`config.mk`:
```
export PLATFORM = sky130hd
export DESIGN_NAME = multicycle_control_fsm
export DESIGN_NICKNAME = d
export VERILOG_FILES = /design/src/rtl/multicycle_control_fsm.sv
export SDC_FILE = /design/constraint.sdc
export NUM_CORES = 1
export LEC_CHECK = 0
export ABC_AREA = 1
export BUFFER_PORTS_ARGS = -buffer_cell sky130_fd_sc_hd__buf_2
export CAP_MARGIN = 20
export CORE_MARGIN = 4
export CORE_UTILIZATION = 49
export DETAILED_ROUTE_END_ITERATION = 10
export HOLD_SLACK_MARGIN = 0.1
export MAX_ROUTING_LAYER = met4
export PLACE_DENSITY = 0.83
export SYNTH_ARGS = -nofsm -noshare
export SYNTH_HDL_FRONTEND = slang
export SYNTH_SLANG_ARGS = --single-unit
export TNS_END_PERCENT = 5
```
`constraint.sdc`:
```
create_clock -name clk -period 1.85 [get_ports clk]
set_input_delay 0.0925 -clock clk [delete_from_list [all_inputs] [get_ports clk]]
set_output_delay 0.0925 -clock clk [all_outputs]
set_load 0.03 [all_outputs]
```
`src/rtl/multicycle_control_fsm.sv`:
```
// ----------------------------------------------------------------------------
// multicycle_control_fsm
//
// Main controller for a multicycle MIPS datapath. It walks the shared
// ALU / memory / register-file datapath through FETCH, DECODE, and the
// per-class execute and writeback states. The control word is decoded from
// the current state. The exceptions are IRWrite/PCWrite in FETCH and the
// completion and timeout pulses, which also depend on mem_ready.
//
// Supported opcodes: R-type 000000, lw 100011, sw 101011, beq 000100,
// addi 001000. When the MCFSM_JUMP_EN macro is defined, j 000010 is also
// accepted and executes through the JUMP state. Otherwise j is treated as
// an illegal opcode.
//
// Parameters
//   WAIT_W        width of the memory wait counter
//   MEM_WAIT_MAX  wait cycles allowed per memory access before giving up;
//                 0 disables the timeout (must be < 2**WAIT_W)
//
// Ports
//   clk          rising-edge clock
//   reset        asynchronous, active-high
//   opcode       IR[31:26], sampled only in DECODE
//   mem_ready    memory completes the current access this cycle
//   PCWrite .. PCSource   datapath control word
//   state        current state encoding (debug)
//   instr_done   1-cycle pulse on the final cycle of each completed instruction
//   illegal_op   1-cycle pulse in DECODE for an unsupported opcode
//   mem_timeout  1-cycle pulse when a memory wait expires
// ----------------------------------------------------------------------------
module multicycle_control_fsm #(
    parameter int WAIT_W       = 8,
    parameter int MEM_WAIT_MAX = 0
) (
    input  logic       clk,
    input  logic       reset,
    input  logic [5:0] opcode,
    input  logic       mem_ready,
    output logic       PCWrite,
    output logic       PCWriteCond,
    output logic       IorD,
    output logic       MemRead,
    output logic       MemWrite,
    output logic       IRWrite,
    output logic       MemtoReg,
    output logic       RegDst,
    output logic       RegWrite,
    output logic       ALUSrcA,
    output logic [1:0] ALUSrcB,
    output logic [1:0] ALUOp,
    output logic [1:0] PCSource,
    output logic [3:0] state,
    output logic       instr_done,
    output logic       illegal_op,
    output logic       mem_timeout
);

    localparam logic [5:0] OP_R    = 6'b000000;
    localparam logic [5:0] OP_LW   = 6'b100011;
    localparam logic [5:0] OP_SW   = 6'b101011;
    localparam logic [5:0] OP_BEQ  = 6'b000100;
    localparam logic [5:0] OP_ADDI = 6'b001000;
    localparam logic [5:0] OP_J    = 6'b000010;

    typedef enum logic [3:0] {
        IDLE    = 4'd0,
        FETCH   = 4'd1,
        DECODE  = 4'd2,
        MEMADR  = 4'd3,
        MEMRD   = 4'd4,
        MEMWB   = 4'd5,
        MEMWR   = 4'd6,
        EXEC    = 4'd7,
        RWB     = 4'd8,
        BRANCH  = 4'd9,
        ADDIEX  = 4'd10,
        ADDIWB  = 4'd11,
        JUMP    = 4'd12
    } stateT;

    stateT             curState;
    stateT             nextState;
    logic [5:0]        opQ;
    logic [WAIT_W-1:0] waitCnt;
    logic [WAIT_W-1:0] waitCntNext;
    logic              waitExpired;
    logic              inWaitState;

    assign state = curState;

    // FETCH, MEMRD and MEMWR are the only states that can stall on memory.
    assign inWaitState = (curState == FETCH) || (curState == MEMRD) || (curState == MEMWR);

    // The wait budget is used up when the counter has reached the limit and
    // memory still has not answered. A ready in the same cycle always takes
    // priority over the timeout.
    assign waitExpired = (MEM_WAIT_MAX != 0) && inWaitState && !mem_ready
                         && (waitCnt == WAIT_W'(MEM_WAIT_MAX));

    // State, wait counter and latched opcode. MEMADR chooses between lw and
    // sw from opQ, so later changes on the opcode bus have no effect.
    always_ff @(posedge clk or posedge reset) begin
        if (reset) begin
            curState <= IDLE;
            waitCnt  <= '0;
            opQ      <= '0;
        end else begin
            curState <= nextState;
            waitCnt  <= waitCntNext;
            if (curState == DECODE) begin
                opQ <= opcode;
            end
        end
    end

    // Next-state and control-word decode. Every output defaults to zero, so
    // each state lists only the signals it asserts. IDLE asserts nothing,
    // which keeps the whole word at zero while reset is held.
    always_comb begin
        nextState   = curState;
        PCWrite     = 1'b0;
        PCWriteCond = 1'b0;
        IorD        = 1'b0;
        MemRead     = 1'b0;
        MemWrite    = 1'b0;
        IRWrite     = 1'b0;
        MemtoReg    = 1'b0;
        RegDst      = 1'b0;
        RegWrite    = 1'b0;
        ALUSrcA     = 1'b0;
        ALUSrcB     = 2'b00;
        ALUOp       = 2'b00;
        PCSource    = 2'b00;
        instr_done  = 1'b0;
        illegal_op  = 1'b0;
        mem_timeout = 1'b0;

        case (curState)
            IDLE: begin
                nextState = FETCH;
            end
            FETCH: begin
                MemRead = 1'b1;
                ALUSrcB = 2'b01;
                IRWrite = mem_ready;
                PCWrite = mem_ready;
                if (mem_ready) begin
                    nextState = DECODE;
                end else if (waitExpired) begin
                    mem_timeout = 1'b1;
                    nextState   = FETCH;
                end
            end
            DECODE: begin
                ALUSrcB = 2'b11;
                case (opcode)
                    OP_LW, OP_SW: nextState = MEMADR;
                    OP_R:         nextState = EXEC;
                    OP_BEQ:       nextState = BRANCH;
                    OP_ADDI:      nextState = ADDIEX;
`ifdef MCFSM_JUMP_EN
                    OP_J:         nextState = JUMP;
`endif
                    default: begin
                        illegal_op = 1'b1;
                        nextState  = FETCH;
                    end
                endcase
            end
            MEMADR: begin
                ALUSrcA   = 1'b1;
                ALUSrcB   = 2'b10;
                nextState = (opQ == OP_SW) ? MEMWR : MEMRD;
            end
            MEMRD: begin
                MemRead = 1'b1;
                IorD    = 1'b1;
                if (mem_ready) begin
                    nextState = MEMWB;
                end else if (waitExpired) begin
                    mem_timeout = 1'b1;
                    nextState   = FETCH;
                end
            end
            MEMWB: begin
                RegWrite   = 1'b1;
                MemtoReg   = 1'b1;
                instr_done = 1'b1;
                nextState  = FETCH;
            end
            MEMWR: begin
                MemWrite = 1'b1;
                IorD     = 1'b1;
                if (mem_ready) begin
                    instr_done = 1'b1;
                    nextState  = FETCH;
                end else if (waitExpired) begin
                    mem_timeout = 1'b1;
                    nextState   = FETCH;
                end
            end
            EXEC: begin
                ALUSrcA   = 1'b1;
                ALUOp     = 2'b10;
                nextState = RWB;
            end
            RWB: begin
                RegWrite   = 1'b1;
                RegDst     = 1'b1;
                instr_done = 1'b1;
                nextState  = FETCH;
            end
            BRANCH: begin
                ALUSrcA     = 1'b1;
                ALUOp       = 2'b01;
                PCWriteCond = 1'b1;
                PCSource    = 2'b01;
                instr_done  = 1'b1;
                nextState   = FETCH;
            end
            ADDIEX: begin
                ALUSrcA   = 1'b1;
                ALUSrcB   = 2'b10;
                nextState = ADDIWB;
            end
            ADDIWB: begin
                RegWrite   = 1'b1;
                instr_done = 1'b1;
                nextState  = FETCH;
            end
`ifdef MCFSM_JUMP_EN
            JUMP: begin
                PCWrite    = 1'b1;
                PCSource   = 2'b10;
                instr_done = 1'b1;
                nextState  = FETCH;
            end
`endif
            default: begin
                nextState = IDLE;
            end
        endcase
    end

    // Wait counter update. Any state change, and a timeout restart of FETCH,
    // begins a fresh access with the count at zero. A stalled cycle adds one,
    // and the count saturates at its maximum instead of wrapping.
    always_comb begin
        waitCntNext = waitCnt;
        if ((nextState != curState) || mem_timeout) begin
            waitCntNext = '0;
        end else if (inWaitState && !mem_ready && (waitCnt != '1)) begin
            waitCntNext = waitCnt + WAIT_W'(1);
        end
    end

endmodule
```
### After elaboration in Yosys (flattened, before gate mapping)

Index checks and enable logic that the tools add are counted.

* output and inout port bits: 23
* register bits after elaboration: 10
* input bits: 9

* eq/ne operators: 19
* reduce and logical (&&, ||, !) cells: 12
* muxes and demuxes: 22

Operators by type and width (count)
* $pmux 4 s8: 1
* $eq 6x6->1 const B: 3
* $eq 4x3->1 const B: 4
* $eq 4x4->1 const B: 4
* $pmux 4 s4: 1
* $mux 1: 13
* $mux 4: 3
* $reduce_or 5->1: 2
* $eq 4x2->1 const B: 2
* $reduce_or 2->1: 4
* $reduce_or 4->1: 2
* $eq 6x3->1 const B: 1
* $eq 6x4->1 const B: 1
* $logic_not 6->1: 1
* $ne 2x2->1 const B: 3
* $pmux 2 s3: 1
* $eq 4x1->1 const B: 1
* $logic_not 4->1: 1
* $pmux 2 s2: 1
* $reduce_and 3->1: 1
* $reduce_or 3->1: 1
* $mux 2: 1
* $pmux 1 s2: 1

### Logic depth before layout (Yosys ltp)

* depth in word-level cells: 4
* gate-level depth with buffers: 9
* mapped depth without buffers: 9

### Worst setup path after synthesis

No wires, ideal clock.

* path type: register to output
* start: register curState[0], in the netlist state[0]
* end: output port ALUSrcA
* arrival time: 1791 ps
* path buffers: 0
* path slack: -34 ps
* stages on the path, launching flop included: 7
* data required time: 1757 ps
* path through: dfrtp_1 inv_2 nor2_4 inv_2 nor2_1 inv_1 nand3_1

* word-level cells in the longest chain between the ends: 3
* elaborated cells on any way between the ends: 6
* those cells by class: 4 x eq/ne; 1 x mux; 1 x reduce/logical

RTL lines
* start, declared: line 81 `stateT curState;`
* start signal, assigned: line 108 `curState <= nextState;`
* $eq 4x4->1 (tied with other cells): line 138 `case (curState)`
* $reduce_or 4->1 (no line) *
* $mux 1 *: line 138
* end, declared: line 48 `output logic ALUSrcA,`

Every way passes the cells marked *; elsewhere a longest branch is shown, timed or not.

### Final worst setup path

* start: register curState[0], in the netlist state[0]
* end: output port illegal_op

* word-level cells in the longest chain between the ends: 2

RTL lines
* $eq 4x2->1: line 138
* $mux 1: line 138
* end, declared: line 54 `output logic illegal_op,`

No other way between the ends.

==> results.toml <==
[routing]
viasPerCell = 5.220
first_pass_iters = 5
drt_wl_total_um = 2013
first_iter_violations = 39
via_count = 856
drc_errors = 0
ant_nets = 0
wire_per_inst_um = 12.27

[global_routing]
grt_max_degree = 11
grt.total_usage_pct = 21.20
grt_use_met2_pct = 29.27
grt_util_met1_pct = 29.18
overflow = 0
use_met3_pct = 3.448
top_usage_layer = "met2"
antenna_found_initial = 0
grt_pass1_vias = 729
grt_pass1_wl_um = 3132

[critical_path]
critical_path_class = "flip-flop to primary output"
crit_slowest_cell = "dfrtp_1"
max_stage_delay_ps = 470
start_kind = "flip-flop"
cp_num_buf_inv = 3
worstPathRequired_ps = 1760
cp.arrival_ps = 1640
worstPathCellList = "inv_2 -> nand2_4 -> nor2_8 -> inv_4 -> nor3_2 -> buf_2"
end_kind = "primary output"
cp_top_family = "flip-flops"
path_max_fanout = 10
r2r_start = "state[0]"
worst_setup_path_startpoint = "state[0]"

[timing]
fin_crit_ps = 1730
drv_slew = 0
setup_tns_ps = 0
hold-worst-slack_ps = 112.3
setup_viol = 0
finalHoldViolations = 0
maxClockFrequency_ghz = 0.5779
clock_skew_ps = 10.71
fin_crit_sh_pct = 93.53

[synthesis]
seq_area_frac_synth_pct = 33.67
synth_xor_area_share_pct = 0
syn_area_um2 = 743.2
synth_area_leaders = "dfrtp_1 34%, nand2_1 21%, nor2_1 7.1%, inv_1 6.1%, nand3_1 5.4%"
synth_compound_area_share_pct = 7.239
yosys.area_share.simple_pct = 46.13
synth.largest_area_cell = "dfrtp_1"
ys_ff_latch = 10
avgSynthCellArea_um2 = 6.519
postSynthCellCount = 114
ys_types = 24
muxShareOfSynthArea_pct = 0
synth_top_family_by_area = "simple AND/OR/NAND/NOR gates"
synth_top_area_share_pct = 33.67
ys_warn_count = 0
post_synth_fa_ha_maj_area_fraction_pct = 0

[final_layout]
drive_gt1_share_pct = 30.87
fin_util_pct = 71.70
finalNonFillerCells = 164
fillers = 120
syn_to_final_growth_pct = 31.82
nets = 159
num_antenna_cells = 0

[power]
ir_worst_vdd_v = 0.0009763
p_leak_uw = 0.0006161
power.total_uw = 1610
p_per_area_nw_per_um2 = 1644

[die]
initial_core_util_pct = 54.40
die-area_um2 = 2204
fp-row-count = 13
die_x_um = 46.95
io_pins = 32
die_y_um = 46.95
core_area_um2 = 1366

[clocking]
cts_tree = "done"
clock_latency_ps = 270
cts_max_level = 1
cts.sinks = 10
numCtsBuffers = 3
cts-root-buf = "clkbuf_4"
clk_path_buf_depth = 2
path_clk_slew_ps = 80

[place]
dp.cells = 155
dp.final_hpwl_um = 1606
portBuffers = 29
routabilityCongestion = 0.8972

[flow_run]
cap_violations = 0

[worst_hold_path]
holdCritStartpoint = "opcode[5]"
hold_class = "input port to flip-flop"

[status]
status = "finished clean"
[final timing paths]
check | end | slack, ps | cells after the start
max | illegal_op | 120 | 6
min | opQ[5] | 110 | 3
max reg2reg | state[0] | 490 | 7
min reg2reg | opQ[4] | 480 | 2
max in group asynchronous | opQ[1] | 1240 | 3
min in group asynchronous | state[1] | 330 | 3
[where the power goes]
group	total (µW)	switching (µW)	leakage (µW)	internal, µW
clock network	204	84.1	0.0000210	120
logic	992	706	0.000470	287
registers	414	100	0.000125	314
[kinds of logic after synthesis]
| logic type | after synthesis |
|---|---|
| and+or+nand+nor | 73 |
| buffers and inverters | 20 |
| AOI/OAI and AO/OA | 10 |
| DFF | 10 |
| other | 1 |
[area by class of cell]
class	instances	area [µm²]	share of cell area, %
inverter	16	62.56	6.386
tap	15	18.77	1.916
multi-input combinational	85	416.7	42.53
timing repair buffer	34	195.2	19.92
clock buffer	4	36.28	3.704
sequential	10	250.2	25.54
[cell usage in the layout, fill, tap and decap left out]
cell type / netlist / routed
a21oi_1: 2 / 2
buf_2: 0 / 29
clkbuf_4: 0 / 3
clkbuf_8: 0 / 1
conb_1: 1 / 2
dfrtp_1: 10 / 10
dlygate4sd3_1: 0 / 5
inv_1: 12 / 12
inv_2: 3 / 3
inv_4: 1 / 1
nand2_1: 41 / 41
nand2_2: 1 / 1
nand2_4: 1 / 1
nand3_1: 8 / 8
nand3b_1: 1 / 1
nand4_1: 1 / 1
nand4_2: 1 / 1
nor2_1: 14 / 13
nor2_2: 1 / 1
nor2_4: 1 / 2
nor2_8: 1 / 1
nor3_1: 1 / 1
nor3_2: 1 / 1
o21ai_0: 1 / 1
o21ai_1: 5 / 5
o22ai_1: 1 / 1
o31ai_2: 0 / 1
[repair_timing]
action | 4_1_cts | 5_1_grt
buffers inserted | 0 | 0
hold endpoints to repair | 14 | 0
gates resized for setup | 0 | 2
hold buffers | 5 | 0
endpoints found under the setup margin | 0 | 1
[worst register-to-register path: cells and delay by family (launching register included)]
kind,cells,cell delay (ps)
simple gates,5,540
compound gates,1,120
buf+inv,1,100
flops,1,480
[synth_stat cells, drive strengths merged]
cell,n
o31ai,1
dfrtp,10
nor3,2
a21oi,2
nand2,43
nand4,2
nand3,8
nand3b,1
nor2,17
conb,1
o21ai,6
o22ai,1
buf,4
inv,16
[state kept, by name (all words and copies together), names as in the netlist]
register / cells
state: 4
opQ: 6
[stage by stage]
step	instance area (µm²)	setup slack, ps
after floorplan	749.5	35.20
after global placement	883.3	450.3
after detailed placement	883.3	391.7
after CTS	969.7	82.15
after global routing	979.7	-2.414
final	979.7	119.6
[layer usage]
metal  part of all wire, %  vias to the layer above
li1                      -                      423
met1                    43                      383
met2                    46                       44
met3                   8.1                        6
met4                   2.5                        0
met5                     0                        -
(Power assumes the default switching activity.)
